--- src/rtl/cim_pkg.sv ---
// Shared types and helpers for the CIM tile controller.
package cim_pkg;

    // Controller phases for one tile operation.
    typedef enum logic [1:0] {
        IDLE    = 2'd0,
        COMPUTE = 2'd1,
        READOUT = 2'd2,
        DONE    = 2'd3
    } ctrl_state_t;

    // Counter width for a limit, never narrower than one bit.
    function automatic int clog2_min1(input int n);
        return (n < 2) ? 1 : $clog2(n);
    endfunction

endpackage

--- src/rtl/cim_rd_seq.sv ---
// Readout address generator: walks column addresses 0..DEPTH-1 once per arm.
//
// Handshake: o_valid = "o_addr is offered this cycle"; i_stall is the
// inverse of ready. A beat transfers exactly when o_valid=1 (which already
// implies no stall); a stalled address is held and re-offered unchanged.
import cim_pkg::*;

module cim_rd_seq #(
    parameter int DEPTH = 256,
    parameter int AW    = 8
) (
    input  logic          clk,
    input  logic          rst,
    input  logic          i_start,
    input  logic          i_stall,
    input  logic          i_abort,
    output logic [AW-1:0] o_addr,
    output logic          o_valid,
    output logic          o_last
);

    localparam logic [AW-1:0] ADDR_LAST = AW'(DEPTH - 1);

    logic          r_active;
    logic [AW-1:0] r_addr;
    logic          w_beat;

    assign w_beat  = r_active & ~i_stall;
    assign o_valid = w_beat;
    assign o_addr  = r_addr;
    assign o_last  = w_beat && (r_addr == ADDR_LAST);

    // Arm on start, advance one address per accepted beat, wrap to 0 after the last.
    always_ff @(posedge clk or posedge rst) begin
        if (rst) begin
            r_active <= 1'b0;
            r_addr   <= '0;
        end else if (i_abort) begin
            r_active <= 1'b0;
            r_addr   <= '0;
        end else if (i_start) begin
            r_active <= 1'b1;
            r_addr   <= '0;
        end else if (w_beat) begin
            if (r_addr == ADDR_LAST) begin
                r_active <= 1'b0;
                r_addr   <= '0;
            end else begin
                r_addr <= r_addr + AW'(1);
            end
        end
    end

endmodule

--- src/rtl/cim_ctrl.sv ---
// CIM crossbar tile controller: bit-serial compute over all input slices,
// accumulator steering, then column readout under downstream backpressure.
// Optional build macro CIM_CTRL_PERF_EN adds cycle/stall performance counters.
import cim_pkg::*;

module cim_ctrl #(
    parameter int XBAR_SIZE       = 256,
    parameter int DATATYPE_SIZE   = 8,
    parameter int COMPUTE_LATENCY = 4
) (
    input  logic                                clk,
    input  logic                                rst,
    input  logic                                i_start,
    input  logic                                i_abort,
    input  logic                                i_next_busy,
    output logic                                o_cim_busy,
    output logic                                o_cim_exec,
    output logic [clog2_min1(DATATYPE_SIZE)-1:0] o_bit_sel,
    output logic                                o_acc_en,
    output logic                                o_acc_clr,
    output logic                                o_acc_sub,
    output logic [clog2_min1(XBAR_SIZE)-1:0]     o_rd_addr,
    output logic                                o_rd_valid,
    output logic                                o_done
`ifdef CIM_CTRL_PERF_EN
    ,
    output logic [31:0]                         o_perf_cycles,
    output logic [31:0]                         o_perf_stalls
`endif
);

    localparam int BW = clog2_min1(DATATYPE_SIZE);
    localparam int AW = clog2_min1(XBAR_SIZE);
    localparam int LW = clog2_min1(COMPUTE_LATENCY + 1);
    localparam logic [BW-1:0] BIT_LAST = BW'(DATATYPE_SIZE - 1);
    localparam logic [LW-1:0] LAT_LAST = LW'(COMPUTE_LATENCY);

    ctrl_state_t r_state;
    logic [BW-1:0] r_bit_cnt;
    logic [LW-1:0] r_lat_cnt;

    logic w_slice_end;
    logic w_msb_end;
    logic w_rd_start;
    logic w_rd_last;

    // A slice ends on its final latency cycle; the MSB slice ends the compute phase.
    assign w_slice_end = (r_state == COMPUTE) && (r_lat_cnt == LAT_LAST);
    assign w_msb_end   = w_slice_end && (r_bit_cnt == BIT_LAST);
    assign w_rd_start  = w_msb_end && !i_abort;

    cim_rd_seq #(
        .DEPTH (XBAR_SIZE),
        .AW    (AW)
    ) u_rd_seq (
        .clk     (clk),
        .rst     (rst),
        .i_start (w_rd_start),
        .i_stall (i_next_busy),
        .i_abort (i_abort),
        .o_addr  (o_rd_addr),
        .o_valid (o_rd_valid),
        .o_last  (w_rd_last)
    );

    // Phase sequencing; abort wins over every other event and returns to IDLE.
    always_ff @(posedge clk or posedge rst) begin
        if (rst) begin
            r_state   <= IDLE;
            r_bit_cnt <= '0;
            r_lat_cnt <= '0;
        end else if (i_abort) begin
            r_state   <= IDLE;
            r_bit_cnt <= '0;
            r_lat_cnt <= '0;
        end else begin
            case (r_state)
                IDLE: begin
                    r_bit_cnt <= '0;
                    r_lat_cnt <= '0;
                    if (i_start) begin
                        r_state <= COMPUTE;
                    end
                end
                COMPUTE: begin
                    if (r_lat_cnt == LAT_LAST) begin
                        r_lat_cnt <= '0;
                        if (r_bit_cnt == BIT_LAST) begin
                            r_bit_cnt <= '0;
                            r_state   <= READOUT;
                        end else begin
                            r_bit_cnt <= r_bit_cnt + BW'(1);
                        end
                    end else begin
                        r_lat_cnt <= r_lat_cnt + LW'(1);
                    end
                end
                READOUT: begin
                    if (w_rd_last) begin
                        r_state <= DONE;
                    end
                end
                DONE: begin
                    r_state <= IDLE;
                end
                default: begin
                    r_state <= IDLE;
                end
            endcase
        end
    end

    assign o_cim_busy = (r_state != IDLE);
    assign o_cim_exec = (r_state == COMPUTE) && (r_lat_cnt == '0);
    assign o_bit_sel  = r_bit_cnt;
    assign o_acc_en   = w_slice_end;
    assign o_acc_clr  = w_slice_end && (r_bit_cnt == '0);
    assign o_acc_sub  = w_msb_end;
    assign o_done     = (r_state == DONE);

`ifdef CIM_CTRL_PERF_EN
    logic [31:0] r_perf_cycles;
    logic [31:0] r_perf_stalls;

    // Saturating busy-cycle and readout-stall counters, cleared when an operation starts.
    always_ff @(posedge clk or posedge rst) begin
        if (rst) begin
            r_perf_cycles <= '0;
            r_perf_stalls <= '0;
        end else if (r_state == IDLE) begin
            if (i_start && !i_abort) begin
                r_perf_cycles <= '0;
                r_perf_stalls <= '0;
            end
        end else begin
            if (r_perf_cycles != '1) begin
                r_perf_cycles <= r_perf_cycles + 32'd1;
            end
            if ((r_state == READOUT) && i_next_busy && (r_perf_stalls != '1)) begin
                r_perf_stalls <= r_perf_stalls + 32'd1;
            end
        end
    end

    assign o_perf_cycles = r_perf_cycles;
    assign o_perf_stalls = r_perf_stalls;
`endif

endmodule
--- config.mk ---
export PLATFORM = sky130hd
export DESIGN_NAME = cim_ctrl
export DESIGN_NICKNAME = d
export VERILOG_FILES = /design/src/rtl/cim_pkg.sv /design/src/rtl/cim_rd_seq.sv /design/src/rtl/cim_ctrl.sv
export SDC_FILE = /design/constraint.sdc
export NUM_CORES = 1
export LEC_CHECK = 0
export CAP_MARGIN = 20
export CORE_MARGIN = 3
export CORE_UTILIZATION = 32
export DETAILED_ROUTE_END_ITERATION = 8
export MAX_ROUTING_LAYER = met4
export SLEW_MARGIN = 0
export SYNTH_ARGS = -nofsm -noshare
export SYNTH_HDL_FRONTEND = slang
export SYNTH_SLANG_ARGS = --single-unit
export TNS_END_PERCENT = 10
--- constraint.sdc ---
create_clock -name clk -period 3.9 [get_ports clk]
set_input_delay 0.78 -clock clk [delete_from_list [all_inputs] [get_ports clk]]
set_output_delay 0.78 -clock clk [all_outputs]
set_load 0.01 [all_outputs]
Yosys cells after proc, flatten, opt, wreduce, memory -nomap -nowiden
Cells that the tools add are included.
{"block": "word_totals", "reg_bits": 17, "in_bits": 5, "out_inout_bits": 18, "word_cells": 58}
{"block": "classes", "add_sub_neg": 3, "n_eq_ne": 10, "mux": 21, "bitwise": 2, "reduce_logical": 17}
{"op": "$mux W8", "count": 4}
{"op": "$mux W3", "count": 5}
{"op": "$pmux W3 S2", "count": 2}
{"op": "$mux W2", "count": 5}
{"op": "$ne A3 B2 Y1 const B", "count": 3}
{"op": "$reduce_bool A3 Y1", "count": 3}
{"op": "$add A8 B1 Y8 const B", "count": 1}
{"op": "$eq A8 B8 Y1 const B", "count": 1}
{"op": "$pmux W2 S4", "count": 1}
{"op": "$add A3 B1 Y3 const B", "count": 2}
{"op": "$eq A3 B3 Y1 const B", "count": 2}
{"op": "$logic_and A1 B1 Y1", "count": 6}
{"op": "$logic_not A3 Y1", "count": 2}
{"op": "$eq A2 B2 Y1 const B", "count": 2}
{"op": "$mux W1", "count": 4}
{"op": "$reduce_and A2 Y1", "count": 2}
{"op": "$reduce_and A4 Y1", "count": 1}
{"op": "$ne A3 B3 Y1 const B", "count": 1}
{"op": "$eq A2 B1 Y1 const B", "count": 1}
{"op": "$logic_not A2 Y1", "count": 1}
{"op": "$reduce_bool A2 Y1", "count": 1}
{"op": "$and A1 B1 Y1", "count": 1}
{"op": "$logic_not A1 Y1", "count": 1}
{"op": "$not A1 Y1", "count": 1}

Longest topological paths before layout
Gate-level depths: netlist of the first run.
{"block": "logic_depth", "word_depth": 6, "ltp_mapped": 7, "mapped_depth_nobuf": 6}

Cells and area by module
From an unflattened synthesis of the first run, not the netlist that was laid out.
{"block": "hier_totals", "cells_unflattened": 112, "area_unflattened_um2": 1093.5}
{"module": "cim_ctrl", "instances": 1, "cells_per_inst": 65, "area_each_um2": 601.8}
{"module": "cim_rd_seq", "instances": 1, "cells_per_inst": 47, "area_each_um2": 491.7}

Worst setup path after synthesis of the first run
OpenSTA, ideal clock, no wires.
{"block": "synth_path", "path_type": "reg-to-output", "startpoint": "register r_state[1]", "endpoint": "output port o_acc_clr", "arrival_ns": 1.159, "path_slack_ns": 1.961, "path_stages_with_launch": 5, "path_buffers": 0, "cell_sequence": "dfrtp_1 inv_1 ha_1 and3_1 and3b_1"}
{"block": "synth_via", "elab_chain_len": 3}
{"element": "start: declaration", "line_no": "cim_ctrl.sv:38", "rtl": "ctrl_state_t r_state;"}
{"element": "start signal: assignment", "line_no": "cim_ctrl.sv:69", "rtl": "r_state <= IDLE;"}
{"element": "start signal: assignment", "line_no": "cim_ctrl.sv:73", "rtl": "r_state <= IDLE;"}
{"element": "start signal: assignment", "line_no": "cim_ctrl.sv:82", "rtl": "r_state <= COMPUTE;"}
{"element": "$eq A2 B1 Y1", "line_no": "cim_ctrl.sv:48", "rtl": "assign w_slice_end = (r_state == COMPUTE) && (r_lat_cnt == LAT_LAST);"}
{"element": "$logic_and A1 B1 Y1", "line_no": "cim_ctrl.sv:48"}
{"element": "via o_acc_en", "line_no": "cim_ctrl.sv:19", "rtl": "output logic o_acc_en,"}
{"element": "$logic_and A1 B1 Y1", "line_no": "cim_ctrl.sv:117", "rtl": "assign o_acc_clr = w_slice_end && (r_bit_cnt == '0);"}
{"element": "end: declaration", "line_no": "cim_ctrl.sv:20", "rtl": "output logic o_acc_clr,"}
The timed path passes the listed nets, and every way through them passes these cells.

Final worst setup path of the first run
{"block": "layout_path", "startpoint": "input port i_next_busy", "endpoint": "output port o_rd_valid"}
{"block": "layout_via", "elab_chain_len": 2}
{"element": "start: declaration", "line_no": "cim_ctrl.sv:15", "rtl": "input logic i_next_busy,"}
{"element": "$not A1 Y1", "line_no": "cim_rd_seq.sv:28", "rtl": "assign w_beat = r_active & ~i_stall;"}
{"element": "$and A1 B1 Y1", "line_no": "cim_rd_seq.sv:28"}
{"element": "end: declaration", "line_no": "cim_ctrl.sv:23", "rtl": "output logic o_rd_valid,"}
Every way passes these cells.

==> results of run 1 <==
-- stage by stage --
stage	power (mW)	worst slack, ns	util	area [um2]	std cells
CTS	0.520	1.01	0.433	1340	181
global route	0.557	0.906	0.433	1340	181
floorplan	0.349	1.96	-	1050	113
finish	0.515	1.01	0.433	1340	181
global placement	0.414	1.04	0.425	1320	177
detailed placement	0.420	1.02	0.425	1320	177
-- power breakdown --
group | internal, mW | total [mW] | switching (mW) | leakage (nW)
combinational | 0.0955 | 0.208 | 0.112 | 0.339
clock | 0.0397 | 0.0951 | 0.0554 | 0.0150
sequential | 0.193 | 0.212 | 0.0188 | 0.236
-- cell families (layout without fill, tap and decap cells) --
group | Yosys count | count (layout) | share of synthesized area
compound gates | 28 | 28 | 0.199
xor+xnor | 3 | 3 | 0.0250
flops | 17 | 17 | 0.405
simple gates | 41 | 41 | 0.201
fa+ha+maj | 10 | 10 | 0.119
buf+inv | 14 | 38 | 0.0512
-- sequential cells by signal, indices dropped and copies added, names as in the netlist --
signal,flops
o_bit_sel,3
r_state,2
u_rd_seq.r_active,1
u_rd_seq.o_addr,8
r_lat_cnt,3
-- final cells by class --
| type | instances | area, um2 | share of cell area |
|---|---|---|---|
| flip-flops and latches | 17 | 425 | 0.317 |
| repair buffers | 22 | 220 | 0.164 |
| clock buffers | 4 | 26.3 | 0.0196 |
| inverters | 12 | 45.0 | 0.0335 |
| well taps | 44 | 55.1 | 0.0410 |
| multi-input cells | 82 | 572 | 0.426 |
-- worst max-delay path, delay by kind of cell --
kind / cells / cell delay (ns)
buffers and inverters: 3 / 1.10
and+or+nand+nor: 1 / 0.23
-- routing by layer --
layer  global-route usage  part of all wire  vias up
met3               0.0196             0.057        0
met1                0.157              0.46      443
met5                    -                 0        -
met4               0.0350                 0        0
met2                0.204              0.48       36
li1                     -                 -      452
-- cells in the final DEF, fill, tap and decap left out --
master,count
clkdlybuf4s50_1,22
dfrtp_1,17
inv_1,11
nand2_1,10
ha_1,10
nor2_1,9
a21oi_1,9
o21ai_0,6
nand3_1,5
a32o_1,4
nor3_1,3
nand2b_1,3
xor2_1,3
or3_1,3
clkbuf_4,3
and3_1,2
nand4_1,2
a21boi_0,2
a21o_1,1
and4b_4,1
a41oi_4,1
a21bo_2,1
o221ai_1,1
o22ai_1,1
a2111o_1,1
o31ai_1,1
and3_2,1
inv_2,1
and3b_1,1
nand3b_1,1
clkbuf_1,1
-- path summary, 6_finish.rpt --
| kind | startpoint | end | slack [ns] | cells past startpoint |
|---|---|---|---|---|
| hold reg to reg | r_lat_cnt[1]$_DFFE_PP0P_ | r_lat_cnt[1]$_DFFE_PP0P_ | 0.53 | 1 |
| setup reg to reg | r_state[1]$_DFFE_PP0P_ | o_bit_sel[2]$_DFFE_PP0P_ | 1.98 | 6 |
| max in group asynchronous | rst | u_rd_seq.o_addr[6]$_DFFE_PP0P_ | 2.59 | 2 |
| hold / removal | r_lat_cnt[1]$_DFFE_PP0P_ | r_lat_cnt[1]$_DFFE_PP0P_ | 0.53 | 1 |
| min in group asynchronous | rst | u_rd_seq.o_addr[0]$_DFFE_PP0P_ | 0.88 | 2 |
| setup / recovery | i_next_busy | o_rd_valid | 1.01 | 4 |
==> results.cfg, run 1 <==
[clock_tree]
clock_latency_ns = 0.29
cts-root-buf = clkbuf_4
cts_tree = built
post-cts-setup-buffer-count = 0
cts-buffers-inserted = 3
hold_buffers = 0
clk_pin_slew_ns = 0.10
cts_htree_levels = 1
cts.sinks = 17
post_cts_resized = 0
clk_path_buf_depth = 2

[routing]
firstDrtPassIters = 4
ant_nets = 0
vias = 931
drc = 0
dr.first_iter.drc_count = 89
viasPerCell = 5.14
wl_per_cell_um = 12.5
drt_wl_total_um = 2260

[critical_path]
critPathMaxStageDelay_ns = 0.54
cp_common_cell = clkdlybuf4s50_1
startpoint_type = primary input
cp.required_ns = 3.12
end_kind = output pin
slowest_stage = clkdlybuf4s50_1
path_cells = clkdlybuf4s50_1 > nand2b_1 > inv_2 > clkdlybuf4s50_1
crit_arrival_ns = 2.11
worstSetupPathType = in -> out
critPathMaxFanout = 6

[sta]
hold_ws_ns = 0.532
relSlewSlack = 0.551
tightest_slew_ns = 0.673
rsz0062_at_grt = no
timing.fmax_ghz = 0.346
drv_slew = 0
setup_tns_ns = 0
setup_viol_count_final = 0
fin_crit_ns = 2.89
finalCritPeriodShare = 0.740
finalHoldViolations = 0
fin_skew_ns = 0.00444

[logic_synthesis]
synth_cell_types = 30
synth_cells = 113
syn_avg_cell_area_um2 = 9.30
synth-async-reset-ratio = 1.00
synth_edf_count = 0
synth_top_area_cell = dfrtp_1
synthFlopType = dfrtp_1
synth_top_area_share = 0.405
yosysWarnings = 0
synth.area.top_cells = dfrtp_1 40%, ha_1 12%, a21oi_1 4.3%
syn_area_um2 = 1050
yosysMostFrequentCell = dfrtp_1
ys_ff_latch = 17
synthesis.nets = 128
seq_area_frac_synth = 0.405
synth_common_cells = 17 x dfrtp_1, 11 x inv_1, 10 x ha_1, 10 x nand2_1

[cells_and_area]
fillCellCount = 332
diodes = 0
nets = 153
drive_gt1_frac = 0.0584
syn_to_final_growth_pct = 27.9

[global_route]
antenna_found_initial = 0
grt_overflow_total = 0
track_usage = 0.124
grt_pass1_wl_um = 4000
grt_start_max_net_pins = 18
grt_pass1_vias = 932

[hold_path]
hold_class = reg -> reg

[power]
p_per_area_nw_per_um2 = 383
vdd_drop_max_mv = 0.227
leakage_nw = 0.589

[floorplan]
die_h_um = 63.3
pin_count = 23
die_w_um = 63.3
rows = 20
dieArea_um2 = 4010
coreArea_um2 = 3100
initial_utilization = 0.339

[outcome]
run_status = complete, no violations

[place]
gp_congestion = 0.872
hpwl_um = 1710
port_buffers = 22

[job]
max_cap_viol_count = 0
(Power assumes the default switching activity.)
==> run 2, diff against run 1 <==
clock period = 2.9 ns   (was 3.9 ns; I/O delays follow)
==> results.cfg, run 2 (same netlist as run 1, synthesis figures left out) <==
[outcome]
run_status = complete, no violations

[clock_tree]
cts_htree_levels = 1
clock_latency_ns = 0.29
clk_path_buf_depth = 2
post_cts_resized = 0
cts-buffers-inserted = 3
clk_pin_slew_ns = 0.11
cts_tree = built
hold_buffers = 0
post-cts-setup-buffer-count = 0
cts.sinks = 17
cts-root-buf = clkbuf_4

[place]
hpwl_um = 1690
port_buffers = 22
place_area_um2 = 1320
gp_congestion = 0.833

[routing]
drc = 0
viasPerCell = 4.93
dr.first_iter.drc_count = 50
drt_wl_total_um = 2210
wl_per_cell_um = 12.2
firstDrtPassIters = 4
vias = 892
ant_nets = 0

[sta]
timing.fmax_ghz = 0.375
rsz0062_at_grt = no
fin_crit_ns = 2.67
setup_tns_ns = 0
finalCritPeriodShare = 0.919
drv_slew = 0
relSlewSlack = 0.573
tightest_slew_ns = 0.640
setup_viol_count_final = 0
finalHoldViolations = 0
fin_skew_ns = 0.00358

[critical_path]
crit_family = buffers and inverters
end_kind = output pin
r2r_slack_ns = 0.97
path_cells = inv_1 > ha_1 > and3_1 > nand2_1 > inv_1 > clkdlybuf4s50_1
crit_arrival_ns = 2.09
startpoint_type = flip-flop
worstSetupPathType = reg -> out
slowest_stage = clkdlybuf4s50_1
crit-reg2reg-launch = r_state[1]$_DFFE_PP0P_
cp.buffers_inverters = 3
reg2reg_depth = 6
r2r-end = o_bit_sel[1]$_DFFE_PP0P_
critPathMaxStageDelay_ns = 0.53
cp_common_cell = inv_1
cp.required_ns = 2.32
critPathMaxFanout = 7

[cells_and_area]
largest_reg_flops = 8
multi_input_area_um2 = 572
drive_gt1_frac = 0.0657
diodes = 0
layout_common_cells = 22 x clkdlybuf4s50_1, 17 x dfrtp_1, 11 x inv_1
nets = 153
regArea_um2 = 425
layout.cells.most_common = clkdlybuf4s50_1
final_area_um2 = 1350
syn_to_final_growth_pct = 28.0
fillCellCount = 329

[global_route]
grt_pass1_wl_um = 4010
grt_overflow_total = 0
track_usage = 0.124
antenna_found_initial = 0
grt_start_max_net_pins = 18
grt_pass1_vias = 906

[job]
max_cap_viol_count = 0

[floorplan]
dieArea_um2 = 4010
coreArea_um2 = 3100
rows = 20
initial_utilization = 0.339
die_w_um = 63.3
die_h_um = 63.3
pin_count = 23

[hold_path]
hold_class = reg -> reg
hold_depth = 1
min_to = r_lat_cnt[1]$_DFFE_PP0P_
hp-start = r_lat_cnt[1]$_DFFE_PP0P_

[power]
vdd_drop_max_mv = 0.318
leakage_nw = 0.592
p_per_area_nw_per_um2 = 513
power_uw = 690
==> run 2: layout make-up <==
class	instances	area share
multi-input cells	82	0.425
flip-flops and latches	17	0.316
repair buffers	22	0.164
well taps	44	0.0409
inverters	12	0.0335
clock buffers	3	0.0167
clock inverters	1	0.00372
==> run 2: worst max path at each step <==
stage / from / endpoint / slack (ns) / cells past startpoint
2_1_floorplan: r_state[1]$_DFFE_PP0P_ / o_acc_clr / 1.16 / 4
3_3_place_gp: i_next_busy / o_rd_valid / 0.44 / 4
3_5_place_dp: i_next_busy / o_rd_valid / 0.40 / 4
4_1_cts: r_state[1]$_DFFE_PP0P_ / o_acc_sub / 0.23 / 6
5_1_grt: r_state[1]$_DFFE_PP0P_ / o_acc_sub / 0.12 / 6
6_report: r_state[1]$_DFFE_PP0P_ / o_acc_sub / 0.23 / 6
==> run 2: layer usage <==
metal | wire length (um) | share of wire | up-vias | global-route usage
met1 | 1130 | 0.51 | 419 | 0.165
li1 | - | - | 448 | -
met3 | 92 | 0.042 | 2 | 0.0196
met5 | 0 | 0 | - | -
met2 | 975 | 0.44 | 23 | 0.198
met4 | 9 | 0.0041 | 0 | 0.0323
==> run 2: per-stage QoR <==
step	hold WS [ns]	utilization	setup slack, ns	cells
floorplan	0.486	-	1.16	113
global placement	0.503	0.425	0.442	177
detailed placement	0.516	0.425	0.404	177
CTS	0.542	0.433	0.233	181
global route	0.577	0.433	0.115	181
finish	0.536	0.433	0.234	181
==> run 2: power by group <==
group	total (mW)	internal (mW)	switching [mW]
clock network	0.130	0.0512	0.0784
logic	0.276	0.128	0.147
registers	0.284	0.260	0.0245
==> patch (config.mk and constraints of run 2) <==
Add a define of `CIM_CTRL_PERF_EN`.
--- a/src/rtl/cim_ctrl.sv
+++ b/src/rtl/cim_ctrl.sv
@@ -1,6 +1,8 @@
 // CIM crossbar tile controller: bit-serial compute over all input slices,
 // accumulator steering, then column readout under downstream backpressure.
 // Optional build macro CIM_CTRL_PERF_EN adds cycle/stall performance counters.
+`define CIM_CTRL_PERF_EN
+
 import cim_pkg::*;
 
 module cim_ctrl #(
Formal check against the unedited RTL (old outputs only; new: o_perf_cycles and o_perf_stalls): equivalent (Yosys induction, for registers that start in step).
==> patch against run 2 <==
Routed wire length rose to 5.6 times the old value; area after synthesis rose to 4.4 times the old value; sequential cell count rose by 64; critical path depth did not move; cell area rose to 4.5 times the old value; setup slack got worse by 95 ps; final cell count rose to 4.3 times the old value; power rose to 5.1 times the old value; sequential share of layout area rose by 1.8 points.
==> patch: results (changes against run 2) <==
[critical_path]
reg2regPathDepth = 7  ; was 6
cp-startpoint = r_lat_cnt[0]  ; was r_state[1]
cp_data_arrival_time_ps = 2180  ; was 2090 ps
reg2reg_to = o_perf_stalls[12]  ; was o_bit_sel[1]
rrSetupSlack_ps = 460  ; was 970 ps

[logic_synthesis]
synth_area_leaders = dfrtp_1 (44%), nor2_1 (3.7%), nand2_1 (3.6%), ha_1 (3.3%), nand3_1 (2.9%)  ; was dfrtp_1 (40%), ha_1 (12%), a21oi_1 (4.3%), inv_1 (3.9%), a32o_1 (3.8%)
syn-num-nets = 513  ; was 128
syn-instance-count = 496  ; was 113
synth_common_cells = dfrtp_1 (81), nor2_1 (46), nand2_1 (44)  ; was dfrtp_1 (17), inv_1 (11), ha_1 (10), nand2_1 (10)
synth-seq-area-share = 0.439  ; was 0.405
ys_types = 65  ; was 30

[global_route]
grt_max_degree = 45  ; was 18
grt_pass1_vias = 3985  ; was 906
grt_pass1_wl_mm = 20.5  ; was 4.01 mm
track_usage = 0.162  ; was 0.124
met3_usage = 0.0377  ; was 0.0196
use_met1 = 0.207  ; was 0.165

[run_status]
outcome = completed  ; unchanged

[placement]
gp_congestion = 0.811  ; was 0.833
place_inst = 755  ; was 177
place.port_buffers = 86  ; was 22
dpl.hpwl_mm = 8.80  ; was 1.69 mm

[clocking]
root_buffer = clkbuf_16  ; was clkbuf_4
clkLatencyLatePin_ps = 340  ; was 290 ps
clkTransAtPathRegs_ps = 60  ; was 110 ps
h-tree-depth = 3  ; was 1

[layout]
fin_cells = 771  ; was 181
drive_gt1_frac = 0.0863  ; was 0.0657
nets = 603  ; was 153
fillers = 1383  ; was 329

[min_path]
min_to = o_perf_stalls[6]  ; was r_lat_cnt[1]

[timing]
fin_skew_ps = 7.02  ; was 3.58 ps

[detailed_routing]
vias_per_cell = 5.32  ; was 4.93

[pwr]
vdd_drop_max_uv = 331  ; was 318 µV

patch: cell count changes in the layout (fill, tap and decap cells not counted), moves of 16 or more:
cell | before | now
nand3_1 | 5 | 27
nand2_1 | 10 | 44
clkdlybuf4s50_1 | 22 | 86
o21ai_1 | 0 | 24
dfrtp_1 | 17 | 81
nand4_1 | 2 | 18
nor2_1 | 9 | 46
patch: cell type report:
cell class | instances | area (µm²) | share of cell area
clock buffer | 9 | 225 | 0.0372
clock inverter | 7 | 95.1 | 0.0157
inverter | 16 | 61.3 | 0.0101
multi-input combinational | 376 | 2420 | 0.399
sequential | 81 | 2030 | 0.335
tap | 180 | 225 | 0.0372
timing repair buffer | 102 | 1010 | 0.166
patch: report_power, final:
group          switching (W)  leakage [nW]  total (W)  internal (W)
logic               0.000596          1.29   0.000999      0.000403
clock network       0.000477         0.155    0.00123      0.000754
registers          0.0000966          1.13    0.00129       0.00120
total                0.00117          2.57    0.00352       0.00235
patch: kinds of logic (layout without fill, tap and decap cells):
group	Yosys count	after routing	share of synthesized area
AO/OA/AOI/OAI	129	129	0.191
XOR/XNOR	20	20	0.0379
adder cells (fa/ha/maj)	12	12	0.0325
buffers and inverters	39	134	0.0377
flip-flops	81	81	0.439
multiplexers	7	7	0.0157
AND/OR/NAND/NOR	208	208	0.247
patch: layer usage:
metal  up-vias  wire [µm]  share of wire
met5         -          0              0
met4         0        104         0.0085
met3         6        455          0.037
met2        72       6090           0.50
met1      2014       5620           0.46
li1       2013          -              -
patch: per-stage QoR:
stage	total power, W	hold WS [ps]	area, µm²	setup slack (ps)
after global placement	0.00231	495	5740	417
after detailed placement	0.00233	510	5740	340
final	0.00352	522	6060	139
after global routing	0.00372	550	6060	15.9
after CTS	0.00358	519	6060	83.9
after floorplan	0.00194	475	4620	240
